--- config.mk ---
export PLATFORM = sky130hd
export DESIGN_NAME = swan128_round_key_gen
export DESIGN_NICKNAME = d
export VERILOG_FILES = /design/src/rtl/swan128_pkg.sv /design/src/rtl/enc_key_schedule_128.sv /design/src/rtl/swan128_round_key_gen.sv
export SDC_FILE = /design/constraint.sdc
export NUM_CORES = 1
export LEC_CHECK = 0
export CAP_MARGIN = 20
export CORE_MARGIN = 1.5
export CORE_UTILIZATION = 60
export CTS_BUF_LIST = sky130_fd_sc_hd__clkbuf_4
export DETAILED_ROUTE_END_ITERATION = 6
export GPL_ROUTABILITY_DRIVEN = 0
export PLACE_DENSITY = 0.83
export SLEW_MARGIN = 20
export SYNTH_ARGS = -nofsm -noshare
export SYNTH_HDL_FRONTEND = slang
export SYNTH_SLANG_ARGS = --single-unit
export TNS_END_PERCENT = 30
--- constraint.sdc ---
create_clock -name clk -period 13.92 [get_ports clk]
set_input_delay 2.784 -clock clk [delete_from_list [all_inputs] [get_ports clk]]
set_output_delay 2.784 -clock clk [all_outputs]
set_load 0.02 [all_outputs]
--- src/rtl/swan128_pkg.sv ---
// Shared constants and types for the SWAN128 round-key generator.
//   KEY_SIZE/SIDE_SIZE : master key and subkey widths
//   PD                 : key-schedule rotation distance
//   DELTA0             : per-step delta increment
//   ROUNDS_DEF/RW_DEF  : default subkey count and round-index width
//   state_e            : generator FSM encoding
package swan128_pkg;

    localparam int unsigned KEY_SIZE   = 128;
    localparam int unsigned SIDE_SIZE  = 64;
    localparam int unsigned PD         = 56;
    localparam int unsigned ROUNDS_DEF = 48;
    localparam int unsigned RW_DEF     = 8;

    localparam logic [SIDE_SIZE-1:0] DELTA0 = 64'h9e3779b97f4a7c15;

    typedef enum logic [1:0] {
        IDLE = 2'd0,
        RUN  = 2'd1,
        DONE = 2'd2
    } state_e;

endpackage

--- src/rtl/enc_key_schedule_128.sv ---
// One combinational SWAN128 key-schedule step.
//   key        : current 128-bit key state (bit 0 = MSB)
//   delta      : current 64-bit delta accumulator
//   next_key   : key state after this step
//   next_delta : delta + DELTA0
//   sk         : subkey produced by this step
module enc_key_schedule_128
    import swan128_pkg::*;
(
    input  logic [0:KEY_SIZE-1]  key,
    input  logic [0:SIDE_SIZE-1] delta,
    output logic [0:KEY_SIZE-1]  next_key,
    output logic [0:SIDE_SIZE-1] next_delta,
    output logic [0:SIDE_SIZE-1] sk
);

    logic [0:KEY_SIZE-1] k0;

    // Rotate right by PD: the low PD bits move to the top.
    assign k0         = {key[KEY_SIZE-PD:KEY_SIZE-1], key[0:KEY_SIZE-PD-1]};
    assign next_delta = delta + DELTA0;
    assign sk         = k0[SIDE_SIZE:KEY_SIZE-1] + next_delta;
    assign next_key   = {k0[0:SIDE_SIZE-1], sk};

endmodule

--- src/rtl/swan128_round_key_gen.sv ---
// SWAN128 sequential round-key generator: latches a master key and streams
// ROUNDS subkeys over a valid/ready handshake, with replay of the last key.
// Optional feature macro: SWAN128_SK_CACHE_EN (replay served from a subkey
// cache instead of recomputing the schedule; port behaviour is identical).
//   clk, rst_n             : clock, asynchronous active-low reset
//   load_valid/load_ready  : master key handshake, key_in = master key
//   sk_valid/sk_ready      : subkey handshake, sk_out = subkey
//   sk_round, sk_last      : index of the subkey on sk_out, final-subkey flag
//   replay                 : pulse in DONE to re-stream the last key
//   busy                   : stream in progress
module swan128_round_key_gen
    import swan128_pkg::*;
#(
    parameter int unsigned ROUNDS = ROUNDS_DEF,
    parameter int unsigned RW     = RW_DEF
) (
    input  logic                 clk,
    input  logic                 rst_n,
    input  logic                 load_valid,
    output logic                 load_ready,
    input  logic [0:KEY_SIZE-1]  key_in,
    output logic                 sk_valid,
    input  logic                 sk_ready,
    output logic [0:SIDE_SIZE-1] sk_out,
    output logic [RW-1:0]        sk_round,
    output logic                 sk_last,
    input  logic                 replay,
    output logic                 busy
);

    state_e                 state_q;
    logic [0:KEY_SIZE-1]    key_q;
    logic [0:KEY_SIZE-1]    mkey_q;
    logic [0:SIDE_SIZE-1]   delta_q;
    logic [RW-1:0]          round_q;

    logic [0:KEY_SIZE-1]    next_key_d;
    logic [0:SIDE_SIZE-1]   next_delta_d;
    logic [0:SIDE_SIZE-1]   sk_d;
    logic [0:SIDE_SIZE-1]   sk_sel;

    logic run;
    logic load_acc;
    logic replay_acc;
    logic sk_hs;
    logic last_round;

    assign run        = (state_q == RUN);
    assign load_acc   = load_valid && !run;
    assign replay_acc = replay && (state_q == DONE);
    assign sk_hs      = run && sk_ready;
    assign last_round = (round_q == RW'(ROUNDS - 1));

    enc_key_schedule_128 u_step (
        .key        (key_q),
        .delta      (delta_q),
        .next_key   (next_key_d),
        .next_delta (next_delta_d),
        .sk         (sk_d)
    );

`ifdef SWAN128_SK_CACHE_EN
    localparam int unsigned CW = (ROUNDS > 1) ? $clog2(ROUNDS) : 1;

    logic                 replay_q;
    logic [0:SIDE_SIZE-1] cache_q [ROUNDS];

    // Marks a stream that is being served from the cache.
    always_ff @(posedge clk or negedge rst_n) begin
        if (!rst_n) begin
            replay_q <= 1'b0;
        end else if (load_acc) begin
            replay_q <= 1'b0;
        end else if (replay_acc) begin
            replay_q <= 1'b1;
        end
    end

    // Capture each subkey of a load-initiated stream as it is consumed.
    always_ff @(posedge clk) begin
        if (sk_hs && !replay_q) begin
            cache_q[CW'(round_q)] <= sk_d;
        end
    end

    assign sk_sel = replay_q ? cache_q[CW'(round_q)] : sk_d;
`else
    localparam logic replay_q = 1'b0;

    assign sk_sel = sk_d;
`endif

    // FSM and key/delta/round state; load wins over a coincident replay.
    always_ff @(posedge clk or negedge rst_n) begin
        if (!rst_n) begin
            state_q <= IDLE;
            key_q   <= '0;
            mkey_q  <= '0;
            delta_q <= '0;
            round_q <= '0;
        end else if (load_acc) begin
            state_q <= RUN;
            key_q   <= key_in;
            mkey_q  <= key_in;
            delta_q <= '0;
            round_q <= '0;
        end else if (replay_acc) begin
            state_q <= RUN;
            key_q   <= mkey_q;
            delta_q <= '0;
            round_q <= '0;
        end else if (sk_hs) begin
            // A cached replay needs no schedule stepping.
            if (!replay_q) begin
                key_q   <= next_key_d;
                delta_q <= next_delta_d;
            end
            if (last_round) begin
                state_q <= DONE;
                round_q <= '0;
            end else begin
                round_q <= round_q + RW'(1);
            end
        end
    end

    // Outputs decode directly from registered state; sk_out is forced to
    // zero outside RUN so idle/reset values are deterministic.
    assign load_ready = !run;
    assign sk_valid   = run;
    assign busy       = run;
    assign sk_out     = run ? sk_sel : '0;
    assign sk_round   = round_q;
    assign sk_last    = run && last_round;

endmodule
# ---- Word-level counts from Yosys, hierarchy flattened
# Index checks and enable logic that the tools add are counted.
dict set report totals {
  out_inout_bits 76
  input_bits 133
  elab_cells 34
  register_bits 330
}
dict set report op_classes {
  eq_ne 3
  n_reduce_logical 8
  n_addsub 3
  n_mux 15
}
# operator n
set ops {}
lappend ops {{$mux 128} 3}
lappend ops {{$mux 64} 4}
lappend ops {{$add 64x64->64} 1}
lappend ops {{$add 64x64->64 const B} 1}
lappend ops {{$mux 8} 4}
lappend ops {{$add 8x1->8 const B} 1}
lappend ops {{$eq 8x6->1 const B} 1}
lappend ops {{$mux 2} 4}
lappend ops {{$reduce_bool 3->1} 2}
lappend ops {{$logic_and 1x1->1} 4}
lappend ops {{$eq 2x1->1 const B} 1}
lappend ops {{$eq 2x2->1 const B} 1}
lappend ops {{$reduce_and 2->1} 1}
lappend ops {{$logic_not 1->1} 1}

# ---- Depth between registers and ports, before layout
dict set report depth {
  ltp_word 5
  depth_mapped 22
  mapped_depth_nobuf 22
}

# ---- Hierarchy
# A second synthesis with hierarchy kept.
dict set report unflattened {
  hier_cells 2420
  hier_area_um2 21508.1
}
# module seq_area_each_um2 cells_per_inst area_per_inst_um2 instances
set modules_own_cells {}
lappend modules_own_cells {swan128_round_key_gen 8257.9 1549 15539.9 1}
lappend modules_own_cells {enc_key_schedule_128 0.0 871 5968.2 1}

# ---- Worst setup path before layout
# Ideal clock, no wire load.
dict set report synth_timing {
  kind {flip-flop to output port}
  start {register delta_q[34] (netlist bit)}
  end {output sk_out[6] (netlist bit)}
  arrival_time_ps 4548
  setup_slack_ps 6588
  required_time_ps 11136
  path_buffers 0
  path_stages_with_launch 19
  cell_sequence {dfrtp_1 or4_1 or4_4 a21o_4 a21oi_4 nor2_2 or3_4 o21ai_4 xnor2_1 ha_1 nand4_1 nor3_1 o211ai_1 nand3_1 o21ai_0 o21ai_0 a41oi_1 xor2_1 nor2_1}
}
dict set report synth_via {
  elab_chain_len 3
}
# item line_no
set synth_lines {}
lappend synth_lines {{start: declaration} swan128_round_key_gen.sv:34} ;# logic [0:SIDE_SIZE-1] delta_q;
lappend synth_lines {{start signal: assignment} swan128_round_key_gen.sv:116} ;# delta_q <= next_delta_d;
lappend synth_lines {{$add 64x64->64} enc_key_schedule_128.sv:21} ;# assign next_delta = delta + DELTA0;
lappend synth_lines {{$add 64x64->64} enc_key_schedule_128.sv:22} ;# assign sk = k0[SIDE_SIZE:KEY_SIZE-1] + next_delta;
lappend synth_lines {{$mux 64} swan128_round_key_gen.sv:132} ;# assign sk_out = run ? sk_sel : '0;
lappend synth_lines {{end: declaration} swan128_round_key_gen.sv:24} ;# output logic [0:SIDE_SIZE-1] sk_out,
# No other way between the ends.

# ---- Worst setup path in the final report
dict set report layout_timing {
  start {register delta_q[61] (netlist bit)}
  end {output sk_out[13] (netlist bit)}
}
# The elaborated chain is that of the path after synthesis.

==> reports/metrics.csv <==
stage,metric,value,unit
cts,path_clk_slew,70,ps
cts,post_cts_resize_count,0,
final_layout,drive_gt1_share,7.20,%
global_route,grt_pass1_wl,101,mm
synth,avgSynthCellArea,7.81,µm²
timing,max-slew-margin-rel,25.4,%
global_route,grt.overflow.total,0,
final_layout,nFillCells,2568,
cts,cts_tree,yes,
synth,syn_nets,2786,
synth,synthSimpleGateAreaFrac,22.9,%
floorplanning,core_area,32800,µm²
setup_path,critical_path_class,register to primary output,
timing,finalHoldViolCount,0,
floorplanning,ioPinCount,209,
timing,fmax,103,MHz
synth,ys.flop_type,dfrtp_1,
synth,netlist_area,20200,µm²
floorplanning,start_util,61.5,%
setup_path,cp.required,11140,ps
synth,synth_area_leaders,"dfrtp_1 (41%), nand2_1 (15%), a21oi_1 (6.1%), o21ai_0 (5.9%), ha_1 (4.3%)",
synth,yosysWarnings,0,
synth,synth_top_family_by_area,simple AND/OR/NAND/NOR gates,
route,final_antenna_net_count,0,
synth,synthAdderAreaFrac,4.44,%
floorplanning,dieArea,34700,µm²
setup_path,start_kind,register,
synth,synth_edf_count,0,
setup_path,end_kind,primary output,
floorplanning,rows,66,
synth,yosys_register_bits,330,
floorplanning,die_h,186,µm
synth,synth_top_area_share,41.0,%
global_route,grt_usage,37.6,%
final_layout,final_common_cell,nand2_1,
final_layout,layout_common_cells,"nand2_1 (811), dfrtp_1 (330), a21oi_1 (247)",
cts,postCtsHoldBufs,0,
setup_path,cp.arrival,6960,ps
synth,synth_seq_area_share,41.0,%
timing,fin_skew,33.4,ps
cts,clk_latency,770,ps
cts,cts_buffer_depth,3,
synth,synthDistinctLibCells,77,
cts,cts_made_buffers,90,
cts,htree_levels,3,
setup_path,critPathTopFamily,compound AO/OA/AOI/OAI gates,
setup_path,cp_slowest_stage_delay,900,ps
synth,synth_cells,2582,
route,vias,20341,
route,routedWlPerCell,19.8,µm
route,drt_iter0_markers,2446,
cts,cts_setup_buffers,0,
timing,period_minus_slack,9750,ps
hold_path,hold_path_class,register to register,
cts,root_buffer,clkbuf_4,
route,routed_via_density,6.24,
timing,setup_viol,0,
timing,timing.final.crit_share,70.0,%
timing,final_max_slew_viol_count,0,
route,drt-total-wl,64.5,mm
setup_path,worst_path_max_delay_cell,o31ai_1,
route,first_pass_iters,7,
synth,synth_xor_area_share,5.34,%
synth,synthMuxAreaShare,0.298,%
route,drc_errors,1,
synth,async_flop_share,100,%
final_layout,syn2layout_area_growth,17.1,%
global_route,grt_max_degree,147,
timing,worstMarginPinSlew,1110,ps
setup_path,crit_buf_inv,1,
synth,yosys.area.top_type,dfrtp_1,
cts,clock_sinks,330,
setup_path,path_max_fanout,8,
setup_path,cp_cell_sequence,"a21o_1, a21oi_1, o22ai_2, o21ai_0, nand2b_1, a31oi_1, xnor2_1, ha_1, a21oi_1, o21ai_0, a31oi_1, o21ai_0, a21oi_1, o31ai_1, a31oi_1, xor2_1, nor2_1, clkdlybuf4s50_1",
floorplanning,die_x,186,µm
global_route,antenna_found_initial,1,
global_route,grt_pass1_vias,19244,
placed_design,io_buffers,208,
run_status,violations,design-rule violations,
final_layout,layout.nets,2948,
synth,synth-compound-area-share,22.6,%
run,cap_violations,0,
run_status,outcome,finished with violations,
timing,fin_tns_setup,0,ps
placed_design,dp_hpwl,44.8,mm
timing,rsz0062_at_grt,no,
synth_stat cells, drive strengths merged (5+ instances only):
| cell | instances |
|---|---|
| xnor2 | 66 |
| a31o | 5 |
| or3 | 13 |
| and3 | 15 |
| nand3 | 35 |
| nor2 | 145 |
| dfrtp | 330 |
| o22ai | 10 |
| a211oi | 10 |
| o21ai | 243 |
| nor3 | 21 |
| nor4 | 7 |
| a22o | 5 |
| a21o | 29 |
| xor2 | 57 |
| a21oi | 250 |
| o21a | 11 |
| nand4 | 20 |
| o221a | 8 |
| nand2 | 814 |
| and2 | 21 |
| or2 | 5 |
| mux2i | 6 |
| ha | 70 |
| a22oi | 19 |
| inv | 21 |
| a21boi | 25 |
| buf | 26 |
| o31ai | 39 |
| o211ai | 21 |
| clkbuf | 133 |
| a31oi | 14 |
| o21bai | 8 |
| o221ai | 22 |
| a211o | 5 |
| nand2b | 15 |
registers in the layout, summed over array words and instances, names as in the netlist:
register and cells:
delta_q 64, mkey_q 128, sk_round 8, key_q 128, state_q 2
worst reg2reg max path, delay by kind of cell, from the launching register on:
| kind | cells | cell delay, ps |
|---|---|---|
| AND/OR/NAND/NOR | 2 | 300 |
| multiplexers | 1 | 440 |
| AO/OA/AOI/OAI | 12 | 4050 |
| XOR/XNOR | 1 | 130 |
| flip-flops | 1 | 440 |
| adder cells (fa/ha/maj) | 1 | 380 |
final cells by class:
type                            count  area (µm²)  area share, %
Clock buffer                      120         901           3.82
Timing Repair Buffer              229        2280           9.65
Antenna cell                        2        5.00         0.0212
Sequential cell                   330        8260           35.0
Tap cell                          442         553           2.34
Clock inverter                     46         275           1.17
Inverter                           21        78.8          0.334
Multi-Input combinational cell   2072       11300           47.7
through the flow:
stage	util, %	std cells	area [µm²]	worst slack, ps	hold WS (ps)
after floorplan	-	2582	20200	6590	434
after global placement	68.3	3093	22400	5430	448
after detailed placement	68.3	3093	22400	5190	456
after CTS	71.9	3259	23600	4320	473
after global routing	72.0	3261	23600	3680	490
final	72.0	3262	23600	4170	468
layer usage:
| layer | up-vias | global-route usage (%) | routed length, µm |
|---|---|---|---|
| met5 | - | 0 | 0 |
| li1 | 9265 | - | - |
| met1 | 9693 | 51.4 | 25900 |
| met4 | 0 | 19.5 | 3280 |
| met3 | 211 | 7.85 | 6750 |
| met2 | 1172 | 56.5 | 28500 |
final timing paths:
kind	start	end	slack [ps]	cells past startpoint
max	delta_q[61]	sk_out[13]	4170	18
min	mkey_q[73]	mkey_q[73]	470	2
max reg2reg	delta_q[61]	key_q[77]	8070	17
min reg2reg	mkey_q[73]	mkey_q[73]	470	2
max in group asynchronous	rst_n	key_q[62]	10340	2
min in group asynchronous	rst_n	mkey_q[105]	2090	1
cell families after synthesis:
logic type | Yosys count
flops | 330
xor+xnor | 123
mux | 6
buf+inv | 180
simple gates | 1127
compound gates | 745
fa+ha+maj | 71
Power is not shown: default switching activity piles up to over one toggle a cycle in this logic, so the estimate is an artifact.
